<file path="src/rtl/vga_fb_arbiter.sv">
// Framebuffer port arbiter: one memory port shared by a video reader, which
// has priority, and a writer that is starvation-protected by a wait counter.
// Dropped video reads are counted in a saturating 8-bit counter.
module vga_fb_arbiter #(
    parameter int          AW       = 19,
    parameter int          DW       = 8,
    parameter logic [9:0]  MAX_WAIT = 10'd64
) (
    input  logic          clk,
    input  logic          rst,
    input  logic          vid_req,
    input  logic [AW-1:0] vid_addr,
    output logic [DW-1:0] vid_data,
    output logic          vid_valid,
    output logic          vid_drop,
    input  logic          wr_req,
    input  logic [AW-1:0] wr_addr,
    input  logic [DW-1:0] wr_data,
    output logic          wr_ack,
    output logic          mem_en,
    output logic          mem_we,
    output logic [AW-1:0] mem_addr,
    output logic [DW-1:0] mem_wdata,
    input  logic [DW-1:0] mem_rdata,
    output logic [7:0]    drop_cnt
);

    // Encoding chosen so bit 0 is the memory strobe and bit 1 the write
    // enable: mem_en/mem_we come straight from state flops.
    typedef enum logic [1:0] {
        S_IDLE = 2'b00,
        S_VID  = 2'b01,
        S_WR   = 2'b11
    } state_t;

    state_t     state;
    state_t     state_next;
    logic [9:0] wait_cnt;
    logic       force_wr;
    logic       grant_vid;
    logic       grant_wr;
    logic       rd_pend;

    assign force_wr  = (wait_cnt == MAX_WAIT);
    assign mem_en    = state[0];
    assign mem_we    = state[1];
    // Read data is passed through from memory in the cycle it is valid.
    assign vid_data  = vid_valid ? mem_rdata : '0;

    // Arbitration: video wins unless the writer has waited MAX_WAIT cycles;
    // a write being acknowledged this cycle is not requested again.
    always_comb begin
        // NOTE: every output gets a default first so no path leaves a latch.
        grant_wr   = 1'b0;
        grant_vid  = 1'b0;
        state_next = S_IDLE;
        if (wr_req && !wr_ack && (!vid_req || force_wr)) begin
            grant_wr   = 1'b1;
            state_next = S_WR;
        end else if (vid_req) begin
            grant_vid  = 1'b1;
            state_next = S_VID;
        end
    end

    // Last-grant state register; it directly drives mem_en / mem_we.
    always_ff @(posedge clk) begin
        // NOTE: non-blocking assignments so every flop samples pre-edge values.
        if (rst) state <= S_IDLE;
        else     state <= state_next;
    end

    // Memory address/data, handshake pulses and read pipeline.
    always_ff @(posedge clk) begin
        if (rst) begin
            mem_addr  <= '0;
            mem_wdata <= '0;
            wr_ack    <= 1'b0;
            rd_pend   <= 1'b0;
            vid_valid <= 1'b0;
            vid_drop  <= 1'b0;
        end else begin
            wr_ack    <= grant_wr;
            rd_pend   <= grant_vid;
            vid_valid <= rd_pend;
            vid_drop  <= grant_wr && vid_req;
            if (grant_wr) begin
                mem_addr  <= wr_addr;
                mem_wdata <= wr_data;
            end else if (grant_vid) begin
                mem_addr  <= vid_addr;
            end
        end
    end

    // Writer starvation counter: counts ungranted request cycles, saturating.
    always_ff @(posedge clk) begin
        if (rst || !wr_req || grant_wr) wait_cnt <= '0;
        else if (!force_wr)             wait_cnt <= wait_cnt + 10'd1;
    end

    // Saturating count of pre-empted video reads, stepped with vid_drop.
    always_ff @(posedge clk) begin
        if (rst)                                             drop_cnt <= '0;
        else if (grant_wr && vid_req && drop_cnt != 8'hFF)   drop_cnt <= drop_cnt + 8'd1;
    end

endmodule

</file>
<file path="config.mk">
export PLATFORM = sky130hd
export DESIGN_NAME = vga_fb_arbiter
export DESIGN_NICKNAME = d
export VERILOG_FILES = /design/src/rtl/vga_fb_arbiter.sv
export SDC_FILE = /design/constraint.sdc
export NUM_CORES = 1
export LEC_CHECK = 0
export ABC_AREA = 1
export BUFFER_PORTS_ARGS = -buffer_cell sky130_fd_sc_hd__clkbuf_2
export CAP_MARGIN = 20
export CORE_ASPECT_RATIO = 0.9
export CORE_MARGIN = 4
export CORE_UTILIZATION = 36
export CTS_CLUSTER_SIZE = 40
export DETAILED_ROUTE_END_ITERATION = 8
export SYNTH_ARGS = -nofsm -noshare
export SYNTH_HDL_FRONTEND = slang
export SYNTH_SLANG_ARGS = --single-unit
</file>
<file path="constraint.sdc">
create_clock -name clk -period 3.54 [get_ports clk]
set_clock_uncertainty 0.15 [all_clocks]
set_input_delay 0 -clock clk [delete_from_list [all_inputs] [get_ports clk]]
set_output_delay 0 -clock clk [all_outputs]
set_load 0.02 [all_outputs]
</file>
### Yosys cells after proc, flatten, opt, wreduce, memory -nomap -nowiden

Index checks and enable logic that the tools add are counted.

* flip-flop bits (word level): 51
* input port bits: 58
* output and inout bits: 48
* logic and storage cells: 32

* add/subtract/negate cells: 2
* equal/unequal tests: 2
* multiplexer cells: 8
* reduce and logical (&&, ||, !) cells: 11

Operators with widths (number)
* 2-to-1 mux 19 bit: 2
* adder 10 x 1 -> 10 bit (second input constant): 1
* == test 10 x 7 -> 1 bit (second input constant): 1
* adder 8 x 1 -> 8 bit (second input constant): 1
* 2-to-1 mux 8 bit: 1
* != test 8 bit (second input constant): 1
* logical AND 1 bit: 4
* 2-to-1 mux 1 bit: 4
* zero test 1 bit: 3
* logical OR 1 bit: 3
* 2-to-1 mux 2 bit: 1
* nonzero test 2 bit: 1

### Logic depth before layout (Yosys ltp)

* depth in word-level cells: 6
* mapped depth: 11
* mapped depth without buffers: 10

### Least setup slack after synthesis

OpenSTA, ideal clock, no wires.

* kind: reg2reg
* from: register wait_cnt[0]
* to: register mem_addr[10]
* arrival time: 1.320 ns
* required time: 3.277 ns
* path slack: 1.957 ns
* cell stages (with the launch flop): 12
* path buffers: 2
* cell sequence: dfxtp_1 inv_1 ha_1 nand2_1 nor2_4 nand4_4 nand2_4 buf_12 buf_12 nand3_2 nand3_1 nand2_1

* longest elaborated chain between the ends: 5
* elaborated cells between the ends (all ways): 7
* classes of those cells: eq/ne (1); mux (3); reduce/logical (3)

Ends and longest elaborated chain
* from (decl): RTL line 38 `logic [9:0] wait_cnt;`
* from (signal assigned): RTL line 99 `else if (!force_wr) wait_cnt <= wait_cnt + 10'd1;`
* == test 10 x 7 -> 1 bit (*): RTL line 44 `assign force_wr = (wait_cnt == MAX_WAIT);`
* logical OR 1 bit (*): RTL line 57 `if (wr_req && !wr_ack && (!vid_req || force_wr)) begin`
* logical AND 1 bit (*): RTL line 57
* 2-to-1 mux 1 bit: RTL line 57
* 2-to-1 mux 19 bit or nonzero test 2 bit (tied branches)
* to (signal assigned): RTL line 88 `mem_addr <= wr_addr;`
* to (signal assigned): RTL line 91 `mem_addr <= vid_addr;`
* to (decl): RTL line 22 `output logic [AW-1:0] mem_addr,`

Every way passes the cells marked *; elsewhere a longest branch is shown, timed or not.
A chain may end at the register's enable or synchronous reset.

==> summary.md <==
| Metric | Value |
|---|---|
| Slowest stage delay, CP | 570 ps |
| Synth unique cells | 31 |
| Met3 wire length | 469 um |
| Worst Min Path Start | wr_req |
| Die ar. | 8900 um^2 |
| Vias in the first global route | 2895 |
| Status | completed |
| DR DRC count | 0 |
| Initial Util | 0.375 |
| H-tree depth | 2 |
| Clk root buf | clkbuf_8 |
| Hpwl dp | 4950 um |
| I/O Buffers | 105 |
| DR pass1 iterations | 4 |
| Commonest non-fill, non-tap cell in the layout | clkbuf_2 |
| Largest net degree at the start of global routing | 36 |
| HP Class | in -> reg |
| Worst vdd ir | 0.149 mV |
| Worst Tran Pin Value | 679 ps |
| M1 WL | 3130 um |
| Flop2flop setup slack | 850 ps |
| Most frequent cells in the layout | clkbuf_2, nand2_1, inv_1, nor2_1, dfxtp_1 |
| Final Critical Period | 2690 ps |
| Crit-path max FO | 25 |
| Post-DRT Antenna Nets | 0 |
| WP data required | 3630 ps |
| Pwr/cell area | 333 nW/um^2 |
| Floorplan row count | 29 |
| Synth Warn # | 0 |
| Via density | 4.64 |
| Slew margin rel. | 0.547 |
| Die height | 89.9 um |
| Synthesized area | 2680 um^2 |
| Mean post-synth cell area | 7.12 um^2 |
| Flops & latches, synth | 50 |
| Total CTS buffers | 5 |
| DR top layer | met4 |
| Grt ovf | 0 |
| Final slew viol count | 0 |
| Worst-path clk slew | 90 ps |
| Longest Clk Path Bufs | 2 |
| Psw | 0.351 mW |
| Internal power | 0.918 mW |
| Area added between synthesis and finish | 42.1% |
| Setup violations, final | 0 |
| Final wirelength | 7270 um |
| Worst Reg-to-Reg Cells | 8 |
| Hold Vio Cnt, Final | 0 |
| Hold EP | wait_cnt[2] |
| Crit-path cells | nor2_4 -> buf_4 -> inv_1 -> a21oi_1 -> buf_4 -> nand3_1 -> dlygate4sd3_1 -> nand2_1 |
| Dpl cell area | 3200 um^2 |
| IO Pins | 106 |
| Achievable clock frequency | 372 MHz |
| GR Util All Layers | 0.167 |
| Critical path arrival | 2780 ps |
| Startpoint types | flip-flop |
| Via count | 2857 |
| Seq/Total Area, Yosys | 0.373 |
| RSZ-0062 raised after global routing | false |
| Slowest-stage cell, CP | dlygate4sd3_1 |
| Worst skew pair latency | 300 ps |
| Min-Delay Path Depth | 5 |
| Post-cts sizing count | 0 |
| Final GP Congestion | 0.792 |
| Synth Instances | 377 |
| Share of cells above drive strength 1 | 0.285 |
| Core area | 7150 um^2 |
| CTS Sinks | 50 |
| CP dominant cell by count | buf_4 |
| Reg2reg end | mem_addr[9] |
| Die width | 99.0 um |
| Launching point of the worst reg2reg path | state[1] |
| Sequential share of power | 0.480 |
| Period Utilization, post-route | 0.759 |
| Starting DRT DRC Count | 76 |
| Initial antenna violation count | 0 |
| CP Capture Type | flip-flop |
| Setup TNS | 0 ps |
| Diode count | 0 |
| Post-Syn Nets | 438 |
| Final net count | 583 |
| Sw Ratio | 0.276 |
| Global-route wire length before repair | 12600 um |
| Max Cap Viol | 0 |
| TritonCTS clock tree | built |
| Comb power frac | 0.206 |
| P_leak | 1.99 nW |
| WL/cell | 11.8 um |
| DR WL met2 | 3590 um |
| Finished Cell Area | 3810 um^2 |
| Critical Setup Path Class | reg -> reg |
| Clock power share | 0.315 |
[how the worst max path moves through the flow]
stage | from | end | slack (ps) | cells past startpoint
floorplan | wait_cnt[0] | mem_addr[10] | 1960 | 11
global placement | wait_cnt[0] | mem_wdata[6] | 1420 | 10
detailed placement | wait_cnt[0] | mem_wdata[3] | 1380 | 10
CTS | state[1] | mem_addr[9] | 870 | 8
global route | state[1] | mem_addr[2] | 710 | 8
finish | state[1] | mem_addr[9] | 850 | 8
[kinds of logic (layout without fill, tap and decap cells)]
kind of cell | count (synthesis) | count (layout) | synth area share
xor gates and xnor gates | 4 | 4 | 0.0131
adders and majority gates | 3 | 3 | 0.0140
buffers and inverters | 87 | 233 | 0.149
DFF | 50 | 50 | 0.373
AOI/OAI and AO/OA | 15 | 15 | 0.0336
and+or+nand+nor | 218 | 218 | 0.418
[worst max-delay path, delay by kind of cell (launching register included)]
kind	cells	cell delay, ps
buffers and inverters	4	1580
flip-flops	1	350
AND/OR/NAND/NOR	3	280
AO/OA/AOI/OAI	1	250
[state kept, by name, indices dropped and copies added, names as in the netlist]
signal and count:
state 2, rd_pend 1, vid_valid 1, wait_cnt 10
mem_addr 19, mem_wdata 8, vid_drop 1, drop_cnt 8
[through the flow]
stage | total power [mW] | worst slack, ps | hold slack, ps | std cells | util
global placement | 0.830 | 1420 | 91.6 | 559 | 0.448
CTS | 1.28 | 872 | 31.0 | 615 | 0.530
detailed placement | 0.833 | 1380 | 97.2 | 559 | 0.448
finish | 1.27 | 852 | 39.5 | 616 | 0.534
floorplan | 0.758 | 1960 | -78.8 | 377 | -
global route | 1.33 | 705 | 90.1 | 616 | 0.534
[what timing repair did]
action | CTS | global route
endpoints found under the hold margin | 33 | 0
hold buffers | 48 | 0
endpoints found under the setup margin | 0 | 0
setup buffers | 0 | 0
[Yosys cell counts, drive strengths merged]
cell	count	share of area
a21oi	6	0.017
buf	10	0.037
clkbuf	8	0.015
clkinv	1	0.0014
dfxtp	50	0.37
ha	3	0.014
inv	68	0.095
nand2	81	0.12
nand3	48	0.11
nand4	26	0.069
nor2	58	0.10
nor3	3	0.0075
o21ai	9	0.017
or2	2	0.0047
xnor2	2	0.0065
xor2	2	0.0065
[final cells by class]
class / instances / area [um^2]
clock buffer: 7 / 76.3
clock inverter: 1 / 30.0
fill: 679 / 3330
inverter: 69 / 259
multi-input combinational: 240 / 1280
sequential: 50 / 1000
tap: 93 / 116
timing repair buffer: 156 / 1050
[metal layers]
| metal | vias up | global-route usage |
|---|---|---|
| met5 | - | 0 |
| met4 | 0 | 0.0444 |
| met3 | 6 | 0.0302 |
| met2 | 94 | 0.299 |
| met1 | 1298 | 0.203 |
| li1 | 1459 | - |
[power groups by stage]
| stage | registers (mW) | logic (mW) | clock network (mW) |
|---|---|---|---|
| after floorplan | 0.651 | 0.107 | 0 |
| after global placement | 0.621 | 0.209 | 0 |
| after detailed placement | 0.621 | 0.211 | 0 |
| after CTS | 0.608 | 0.258 | 0.414 |
| after global routing | 0.612 | 0.288 | 0.433 |
| final | 0.609 | 0.261 | 0.400 |
Note: power is estimated with default switching activity, not from simulation.
